--- config.mk ---
export PLATFORM = sky130hd
export DESIGN_NAME = apb_req_master_flat
export DESIGN_NICKNAME = d
export VERILOG_FILES = /design/src/rtl/apb_req_master_if.sv /design/src/rtl/apb_req_master.sv /design/src/flat_wrapper.sv
export SDC_FILE = /design/constraint.sdc
export NUM_CORES = 1
export LEC_CHECK = 0
export ABC_AREA = 1
export BUFFER_PORTS_ARGS = -buffer_cell sky130_fd_sc_hd__buf_2
export CAP_MARGIN = 20
export CORE_UTILIZATION = 25
export CTS_BUF_LIST = sky130_fd_sc_hd__clkbuf_4 sky130_fd_sc_hd__clkbuf_8
export CTS_CLUSTER_SIZE = 25
export DETAILED_ROUTE_END_ITERATION = 6
export GPL_ROUTABILITY_DRIVEN = 0
export GPL_TIMING_DRIVEN = 0
export HOLD_SLACK_MARGIN = 0.08
export PLACE_DENSITY = 0.48
export SKIP_CTS_REPAIR_TIMING = 1
export SLEW_MARGIN = 10
export SYNTH_ARGS = -nofsm -noshare
export SYNTH_HDL_FRONTEND = slang
export SYNTH_SLANG_ARGS = --single-unit
--- constraint.sdc ---
create_clock -name clk_i -period 3.6 [get_ports clk_i]
set_clock_uncertainty 0.15 [all_clocks]
set_input_delay 0.18 -clock clk_i [delete_from_list [all_inputs] [get_ports clk_i]]
set_output_delay 0.18 -clock clk_i [all_outputs]
set_load 0.1 [all_outputs]
--- src/rtl/apb_req_master_if.sv ---
// Request/response stream and APB4 bus bundle for apb_req_master.
// The master modport is the requester's view; slave is the environment side.
interface apb_req_master_if #(
    parameter int ADDR_WIDTH = 32,
    parameter int DATA_WIDTH = 32
);
    logic                    req_valid_i;
    logic                    req_ready_o;
    logic                    req_write_i;
    logic [ADDR_WIDTH-1:0]   req_addr_i;
    logic [DATA_WIDTH-1:0]   req_wdata_i;
    logic [DATA_WIDTH/8-1:0] req_strb_i;

    logic                    rsp_valid_o;
    logic                    rsp_ready_i;
    logic [DATA_WIDTH-1:0]   rsp_rdata_o;
    logic                    rsp_err_o;
    logic                    rsp_timeout_o;

    logic                    psel_o;
    logic                    penable_o;
    logic [ADDR_WIDTH-1:0]   paddr_o;
    logic                    pwrite_o;
    logic [DATA_WIDTH-1:0]   pwdata_o;
    logic [DATA_WIDTH/8-1:0] pstrb_o;
    logic                    pready_i;
    logic [DATA_WIDTH-1:0]   prdata_i;
    logic                    pslverr_i;

    modport master (
        input  req_valid_i, req_write_i, req_addr_i, req_wdata_i, req_strb_i,
        input  rsp_ready_i, pready_i, prdata_i, pslverr_i,
        output req_ready_o, rsp_valid_o, rsp_rdata_o, rsp_err_o, rsp_timeout_o,
        output psel_o, penable_o, paddr_o, pwrite_o, pwdata_o, pstrb_o
    );

    modport slave (
        output req_valid_i, req_write_i, req_addr_i, req_wdata_i, req_strb_i,
        output rsp_ready_i, pready_i, prdata_i, pslverr_i,
        input  req_ready_o, rsp_valid_o, rsp_rdata_o, rsp_err_o, rsp_timeout_o,
        input  psel_o, penable_o, paddr_o, pwrite_o, pwdata_o, pstrb_o
    );
endinterface

--- src/rtl/apb_req_master.sv ---
// APB4 requester: one valid/ready request becomes one APB transfer,
// with the result returned on a valid/ready response stream.
module apb_req_master #(
    parameter int ADDR_WIDTH     = 32,
    parameter int DATA_WIDTH     = 32,
    parameter int TIMEOUT_CYCLES = 256
) (
    input logic            clk_i,
    input logic            arst_ni,
    apb_req_master_if.master bus
);
    localparam int SW = DATA_WIDTH / 8;
    localparam int CW = (TIMEOUT_CYCLES > 0) ? $clog2(TIMEOUT_CYCLES + 1) : 1;
    localparam logic [CW-1:0] CNT_MAX = {CW{1'b1}};
    localparam logic [CW-1:0] CNT_LIM = CW'(TIMEOUT_CYCLES);

    typedef enum logic [1:0] {IDLE, SETUP, ACCESS, RESP} state_e;

    state_e                state_q, state_d;
    logic                  req_ready_q, req_ready_d;
    logic                  psel_q, psel_d;
    logic                  penable_q, penable_d;
    logic                  rsp_valid_q, rsp_valid_d;
    logic [ADDR_WIDTH-1:0] paddr_q, paddr_d;
    logic                  pwrite_q, pwrite_d;
    logic [DATA_WIDTH-1:0] pwdata_q, pwdata_d;
    logic [SW-1:0]         pstrb_q, pstrb_d;
    logic [DATA_WIDTH-1:0] rdata_q, rdata_d;
    logic                  err_q, err_d;
    logic                  to_q, to_d;
    logic [CW-1:0]         cnt_q, cnt_d;
    logic [CW-1:0]         wait_inc;

    always_comb begin
        state_d  = state_q;
        paddr_d  = paddr_q;
        pwrite_d = pwrite_q;
        pwdata_d = pwdata_q;
        pstrb_d  = pstrb_q;
        rdata_d  = rdata_q;
        err_d    = err_q;
        to_d     = to_q;
        cnt_d    = cnt_q;
        wait_inc = (cnt_q == CNT_MAX) ? cnt_q : cnt_q + 1'b1;

        unique case (state_q)
            IDLE: begin
                if (bus.req_valid_i && req_ready_q) begin
                    state_d  = SETUP;
                    paddr_d  = bus.req_addr_i;
                    pwrite_d = bus.req_write_i;
                    pwdata_d = bus.req_wdata_i;
                    pstrb_d  = bus.req_write_i ? bus.req_strb_i : '0;
                    cnt_d    = '0;
                end
            end
            SETUP: state_d = ACCESS;
            ACCESS: begin
                if (bus.pready_i) begin
                    state_d = RESP;
                    rdata_d = pwrite_q ? '0 : bus.prdata_i;
                    err_d   = bus.pslverr_i;
                    to_d    = 1'b0;
                end else if (TIMEOUT_CYCLES > 0 && wait_inc == CNT_LIM) begin
                    state_d = RESP;
                    rdata_d = '0;
                    err_d   = 1'b1;
                    to_d    = 1'b1;
                    cnt_d   = wait_inc;
                end else begin
                    cnt_d   = wait_inc;
                end
            end
            RESP: begin
                if (bus.rsp_ready_i) state_d = IDLE;
            end
            default: state_d = IDLE;
        endcase

        // Every visible control bit is a decode of the next state, then registered.
        req_ready_d = (state_d == IDLE);
        psel_d      = (state_d == SETUP) || (state_d == ACCESS);
        penable_d   = (state_d == ACCESS);
        rsp_valid_d = (state_d == RESP);
        if (!psel_d) pstrb_d = '0;
    end

    always_ff @(posedge clk_i or negedge arst_ni) begin
        if (!arst_ni) begin
            state_q     <= IDLE;
            req_ready_q <= 1'b0;
            psel_q      <= 1'b0;
            penable_q   <= 1'b0;
            rsp_valid_q <= 1'b0;
            paddr_q     <= '0;
            pwrite_q    <= 1'b0;
            pwdata_q    <= '0;
            pstrb_q     <= '0;
            rdata_q     <= '0;
            err_q       <= 1'b0;
            to_q        <= 1'b0;
            cnt_q       <= '0;
        end else begin
            state_q     <= state_d;
            req_ready_q <= req_ready_d;
            psel_q      <= psel_d;
            penable_q   <= penable_d;
            rsp_valid_q <= rsp_valid_d;
            paddr_q     <= paddr_d;
            pwrite_q    <= pwrite_d;
            pwdata_q    <= pwdata_d;
            pstrb_q     <= pstrb_d;
            rdata_q     <= rdata_d;
            err_q       <= err_d;
            to_q        <= to_d;
            cnt_q       <= cnt_d;
        end
    end

    assign bus.req_ready_o   = req_ready_q;
    assign bus.rsp_valid_o   = rsp_valid_q;
    assign bus.rsp_rdata_o   = rdata_q;
    assign bus.rsp_err_o     = err_q;
    assign bus.rsp_timeout_o = to_q;
    assign bus.psel_o        = psel_q;
    assign bus.penable_o     = penable_q;
    assign bus.paddr_o       = paddr_q;
    assign bus.pwrite_o      = pwrite_q;
    assign bus.pwdata_o      = pwdata_q;
    assign bus.pstrb_o       = pstrb_q;
endmodule

--- src/flat_wrapper.sv ---
// flat-port wrapper written by rule: the top's interface ports become plain ports
module apb_req_master_flat 
#(
    parameter int ADDR_WIDTH     = 32,
    parameter int DATA_WIDTH     = 32,
    parameter int TIMEOUT_CYCLES = 256
)
  (clk_i, arst_ni, bus_req_valid_i, bus_req_write_i, bus_req_addr_i, bus_req_wdata_i, bus_req_strb_i, bus_rsp_ready_i, bus_pready_i, bus_prdata_i, bus_pslverr_i, bus_req_ready_o, bus_rsp_valid_o, bus_rsp_rdata_o, bus_rsp_err_o, bus_rsp_timeout_o, bus_psel_o, bus_penable_o, bus_paddr_o, bus_pwrite_o, bus_pwdata_o, bus_pstrb_o);
  apb_req_master_if #(.ADDR_WIDTH(ADDR_WIDTH), .DATA_WIDTH(DATA_WIDTH)) bus_i ();
  input logic clk_i;
  input logic arst_ni;
  input wire logic [$bits(bus_i.req_valid_i)-1:0] bus_req_valid_i;
  input wire logic [$bits(bus_i.req_write_i)-1:0] bus_req_write_i;
  input wire logic [$bits(bus_i.req_addr_i)-1:0] bus_req_addr_i;
  input wire logic [$bits(bus_i.req_wdata_i)-1:0] bus_req_wdata_i;
  input wire logic [$bits(bus_i.req_strb_i)-1:0] bus_req_strb_i;
  input wire logic [$bits(bus_i.rsp_ready_i)-1:0] bus_rsp_ready_i;
  input wire logic [$bits(bus_i.pready_i)-1:0] bus_pready_i;
  input wire logic [$bits(bus_i.prdata_i)-1:0] bus_prdata_i;
  input wire logic [$bits(bus_i.pslverr_i)-1:0] bus_pslverr_i;
  output wire logic [$bits(bus_i.req_ready_o)-1:0] bus_req_ready_o;
  output wire logic [$bits(bus_i.rsp_valid_o)-1:0] bus_rsp_valid_o;
  output wire logic [$bits(bus_i.rsp_rdata_o)-1:0] bus_rsp_rdata_o;
  output wire logic [$bits(bus_i.rsp_err_o)-1:0] bus_rsp_err_o;
  output wire logic [$bits(bus_i.rsp_timeout_o)-1:0] bus_rsp_timeout_o;
  output wire logic [$bits(bus_i.psel_o)-1:0] bus_psel_o;
  output wire logic [$bits(bus_i.penable_o)-1:0] bus_penable_o;
  output wire logic [$bits(bus_i.paddr_o)-1:0] bus_paddr_o;
  output wire logic [$bits(bus_i.pwrite_o)-1:0] bus_pwrite_o;
  output wire logic [$bits(bus_i.pwdata_o)-1:0] bus_pwdata_o;
  output wire logic [$bits(bus_i.pstrb_o)-1:0] bus_pstrb_o;
  assign bus_i.req_valid_i = bus_req_valid_i;
  assign bus_i.req_write_i = bus_req_write_i;
  assign bus_i.req_addr_i = bus_req_addr_i;
  assign bus_i.req_wdata_i = bus_req_wdata_i;
  assign bus_i.req_strb_i = bus_req_strb_i;
  assign bus_i.rsp_ready_i = bus_rsp_ready_i;
  assign bus_i.pready_i = bus_pready_i;
  assign bus_i.prdata_i = bus_prdata_i;
  assign bus_i.pslverr_i = bus_pslverr_i;
  assign bus_req_ready_o = bus_i.req_ready_o;
  assign bus_rsp_valid_o = bus_i.rsp_valid_o;
  assign bus_rsp_rdata_o = bus_i.rsp_rdata_o;
  assign bus_rsp_err_o = bus_i.rsp_err_o;
  assign bus_rsp_timeout_o = bus_i.rsp_timeout_o;
  assign bus_psel_o = bus_i.psel_o;
  assign bus_penable_o = bus_i.penable_o;
  assign bus_paddr_o = bus_i.paddr_o;
  assign bus_pwrite_o = bus_i.pwrite_o;
  assign bus_pwdata_o = bus_i.pwdata_o;
  assign bus_pstrb_o = bus_i.pstrb_o;
  apb_req_master #(.ADDR_WIDTH(ADDR_WIDTH), .DATA_WIDTH(DATA_WIDTH), .TIMEOUT_CYCLES(TIMEOUT_CYCLES)) u_core (.clk_i(clk_i), .arst_ni(arst_ni), .bus(bus_i));
endmodule
== Yosys cells after proc, flatten, opt, wreduce, memory -nomap -nowiden ==
Index checks and enable logic that the tools add are counted.
Word-level totals
  bits of input ports: 107
  flip-flop bits (word level): 118
Cells by class
  $add $sub $neg: 1
  reduce and logical (&&, ||, !) cells: 10
  muxes and demuxes: 19
  equal/unequal tests: 12
Operators with widths (count)
  $mux 32: 3
  $mux 9: 3
  $eq 9x9->1 const B: 2
  $pmux 9 s2: 1
  $mux 4: 4
  $add 9x1->9 const B: 1
  $eq 2x2->1 const B: 4
  $mux 2: 4
  $pmux 2 s4: 1
  $ne 2x2->1 const B: 3
  $reduce_and 2->1: 3
  $eq 2x1->1 const B: 2
  $logic_not 2->1: 2
  $reduce_bool 2->1: 2
  $mux 1: 3
  $reduce_and 3->1: 1
  $ne 2x1->1 const B: 1
  $logic_and 1x1->1: 1
  $logic_or 1x1->1: 1

== Depth between registers and ports, before layout ==
  word-level depth: 10
  mapped depth: 17
  gate-level depth less buffers: 16

== Least setup slack after synthesis ==
Ideal clock, no wire load.
  kind: reg-to-reg
  start: register u_core.cnt_q[1]
  end: register u_core.pstrb_q[2], in the netlist u_core.bus.pstrb_o[2]
  buffers on the path: 1
  data required time: 3.367 ns
  cell stages (with the launch flop): 17
  slack: 1.106 ns
  arrival time: 2.262 ns
  cells stage by stage: dfrtp_1 -> ha_1 -> nand2_2 -> nor2_4 -> nand3_4 -> inv_1 -> nor2_1 -> nand2_1 -> nor2_2 -> nand2_4 -> nand2_1 -> nor2_1 -> inv_1 -> ha_1 -> buf_1 -> nand2_1 -> o21ai_0
On the way
  cells in the longest elaborated chain, start to end: 10
  elaborated cells on any way between the ends: 14
  those cells by class: 1 x add/sub; 6 x eq/ne; 5 x mux; 2 x reduce/logical
Ends and longest elaborated chain
  start: declaration: RTL line apb_req_master.sv:31  | logic [CW-1:0] cnt_q, cnt_d;
  start signal: assignment: RTL line apb_req_master.sv:116  | cnt_q <= cnt_d;
  $add 9x1->9 / $eq 9x9->1 (equally long branches): RTL line apb_req_master.sv:44  | wait_inc = (cnt_q == CNT_MAX) ? cnt_q : cnt_q + 1'b1;
  $mux 9 (*): RTL line apb_req_master.sv:44
  $eq 9x9->1 (*): RTL line apb_req_master.sv:64  | end else if (TIMEOUT_CYCLES > 0 && wait_inc == CNT_LIM) begin
  $mux 2 (*): RTL line apb_req_master.sv:64
  $mux 2 (*): RTL line apb_req_master.sv:59  | if (bus.pready_i) begin
  $pmux 2 s4 (*): RTL line apb_req_master.sv:46  | unique case (state_q)
  named net u_core.state_d[0]: RTL line apb_req_master.sv:19  | state_e state_q, state_d;
  $eq 2x1->1 / $eq 2x2->1 (equally long branches): RTL line apb_req_master.sv:82  | psel_d = (state_d == SETUP) || (state_d == ACCESS);
  $logic_or 1x1->1 (*): RTL line apb_req_master.sv:82
  named net u_core.psel_d: RTL line apb_req_master.sv:21  | logic psel_q, psel_d;
  $ne 2x2->1 (no source line)
  $reduce_and 2->1 (no source line)
  end signal: assignment: RTL line apb_req_master.sv:112  | pstrb_q <= pstrb_d;
  end: declaration: RTL line apb_req_master.sv:27  | logic [SW-1:0] pstrb_q, pstrb_d;
The timed path passes the listed nets; every way through them passes the cells marked *.
A chain may end at the register's enable or synchronous reset.

== Worst setup path after layout ==
Same ends and word-level chain as after synthesis.

==> flow_summary.json <==
{
  "htree_levels": 4,
  "cts.sinks": 118,
  "clock_latency_ns": 0.43,
  "ys_top_cells_by_area": "dfrtp_1 (59%), nand2_1 (20%), nand4_1 (4.2%)",
  "ctsLongestPathBuffers": 2,
  "max_freq_mhz": 341,
  "r2r_cells": 16,
  "rrSetupSlack_ns": 0.67,
  "multi_input_area_um2": 1780,
  "io_pins": 214,
  "r2r_start": "u_core.cnt_q[1]",
  "ys_seq_area_share_pct": 59.4,
  "setup_viol": 0,
  "drive_above_1_share_pct": 30.5,
  "fin_util_pct": 40.4,
  "rsz0062_at_grt": "no",
  "ys_seq_elements": 118,
  "cts_buffers": 17,
  "synth_cells": 558,
  "start_util_pct": 25.5,
  "yosysTopAreaCellShare_pct": 59.4,
  "num_vias": 4929,
  "clk_pin_slew_ns": 0.08,
  "cp.required_ns": 3.80,
  "core_area_um2": 19500,
  "fp.dieArea_um2": 20500,
  "cp-start-kind": "flop",
  "root_buffer": "clkbuf_8",
  "antenna_cells": 0,
  "hp-class": "primary input to flop",
  "synth_warnings": 0,
  "chipWidth_um": 143,
  "maxSlewHeadroom_pct": 61.2,
  "overflow": 0,
  "syn_to_final_growth_pct": 58.0,
  "grt_pass1_wl_mm": 22.5,
  "worstHoldEndpoint": "u_core.bus.rsp_timeout_o",
  "avgSynthCellArea_um2": 8.91,
  "syn-cell-area_um2": 4970,
  "first_global_vias": 4344,
  "cap_violations": 0,
  "min_from": "bus_pready_i",
  "cp-end-kind": "flop",
  "num-nets-final": 1007,
  "drt_pass1_iterations": 6,
  "worstMarginPinSlew_ns": 0.581,
  "wl_per_cell_um": 13.1,
  "worstHoldPathCells": 4,
  "io_buffers": 212,
  "crit_fanout": 8,
  "antenna_found_initial": 0,
  "status": "finished, final reports clean",
  "via_per_inst": 4.20,
  "die_h_um": 143,
  "grt_max_degree": 61,
  "period_needed_ns": 2.93,
  "r2r_end": "u_core.bus.pstrb_o[2]",
  "register_area_um2": 2950,
  "cts_tree": "done",
  "layout_common_cells": "nand2_1 (261), buf_2 (216), dfrtp_1 (118)",
  "rows": 51,
  "drv_slew": 0,
  "synth_top_area_cell": "dfrtp_1",
  "dpl.hpwl_mm": 10.2,
  "criticalPathCategory": "flop to flop",
  "hold_violations": 0,
  "ys_types": 25,
  "fin_crit_sh_pct": 81.5,
  "fillCellCount": 1961,
  "setup_tns_ns": 0,
  "detail-route-antenna-nets": 0,
  "final_common_cell": "nand2_1",
  "syn_nets": 669,
  "drt_iter0_drc": 177,
  "routed_wl_mm": 15.4,
  "cp.arrival_ns": 3.14,
  "grtUsageTotal_pct": 14.4,
  "drc": 0
}
## area by class of cell
type / count / share of cell area, %
plain buffers: 31 / 1.85
clock buffers: 18 / 3.15
clock inverters: 14 / 1.90
inverters: 24 / 1.15
multi-input cells: 385 / 22.7
flip-flops and latches: 118 / 37.6
well taps: 265 / 4.22
repair buffers: 319 / 27.4
## metal layers
layer  routed length [um]  track usage, %  vias up
li1                     -               -     2465
met2                 7020            21.6      179
met4                  210            5.60        0
met5                    0               0        -
met1                 7180            18.7     2270
met3                 1020            5.23       15
## how the worst max path moves through the flow
stage	startpoint	end	slack, ns	cells after the start
after floorplan	u_core.cnt_q[1]	u_core.bus.pstrb_o[2]	1.11	16
after CTS	u_core.cnt_q[1]	u_core.bus.pstrb_o[2]	0.61	16
final	u_core.cnt_q[1]	u_core.bus.pstrb_o[2]	0.67	16
after global routing	u_core.cnt_q[1]	u_core.bus.pstrb_o[3]	0.27	16
after detailed placement	u_core.cnt_q[1]	u_core.bus.pstrb_o[0]	0.62	16
after global placement	arst_ni	u_core.bus.pwdata_o[16]	0.50	1
## state kept, by name, summed over array words and instances (netlist names)
name                      cells
u_core.bus.paddr_o           32
u_core.bus.pwdata_o          32
u_core.bus.rsp_rdata_o       32
u_core.cnt_q                  9
u_core.bus.pstrb_o            4
u_core.state_q                2
u_core.bus.penable_o          1
u_core.bus.psel_o             1
u_core.bus.pwrite_o           1
u_core.bus.req_ready_o        1
u_core.bus.rsp_err_o          1
u_core.bus.rsp_timeout_o      1
u_core.bus.rsp_valid_o        1
## Yosys cell counts
master    instances
buf_2             5
o22ai_1           4
nand2_4           1
clkinv_1          2
nand2_2           1
nand2_1         261
inv_1            21
nand3_4           1
o21ai_2           1
dfrtp_1         118
nand4_1          33
o21ai_0          13
nand3_1          34
nor2_1           11
nand3_2          11
a21oi_4           1
clkbuf_1         22
nor2_4            3
inv_2             1
nor2_2            3
xor2_1            2
buf_1             1
buf_6             3
or2_2             1
ha_1              4
## through the flow
| stage | setup slack, ns | cell area, um^2 | hold slack (ns) | instances |
|---|---|---|---|---|
| after global placement | 0.495 | 6360 | 0.226 | 1035 |
| final | 0.667 | 7860 | 0.0888 | 1174 |
| after CTS | 0.612 | 6800 | -0.446 | 1068 |
| after floorplan | 1.11 | 4970 | -0.266 | 558 |
| after global routing | 0.274 | 7860 | 0.0923 | 1174 |
| after detailed placement | 0.621 | 6400 | 0.0513 | 1036 |
## cell families after synthesis
logic type	Yosys count	synth area share [%]
and+or+nand+nor	360	32.2
DFF	118	59.4
buffers and inverters	55	4.73
AOI/OAI and AO/OA	19	2.32
adders and majority gates	4	1.01
xor gates and xnor gates	2	0.352
## worst max-delay path, stage by stage (launching register included)
cell and delay [ns]:
dfrtp_1 0.42, ha_1 0.21, nand2_2 0.08, nor2_4 0.16, nand3_4 0.14, inv_1 0.13
nor2_1 0.07, nand2_1 0.09, nor2_2 0.05, nand2_4 0.11, nand2_1 0.09, nor2_1 0.19
inv_1 0.09, ha_1 0.31, buf_1 0.30, nand2_1 0.09, o21ai_0 0.16
Power is left out: the tool's default activity adds up to more than one toggle a clock period on the data nets, which glitch-free logic cannot reach.
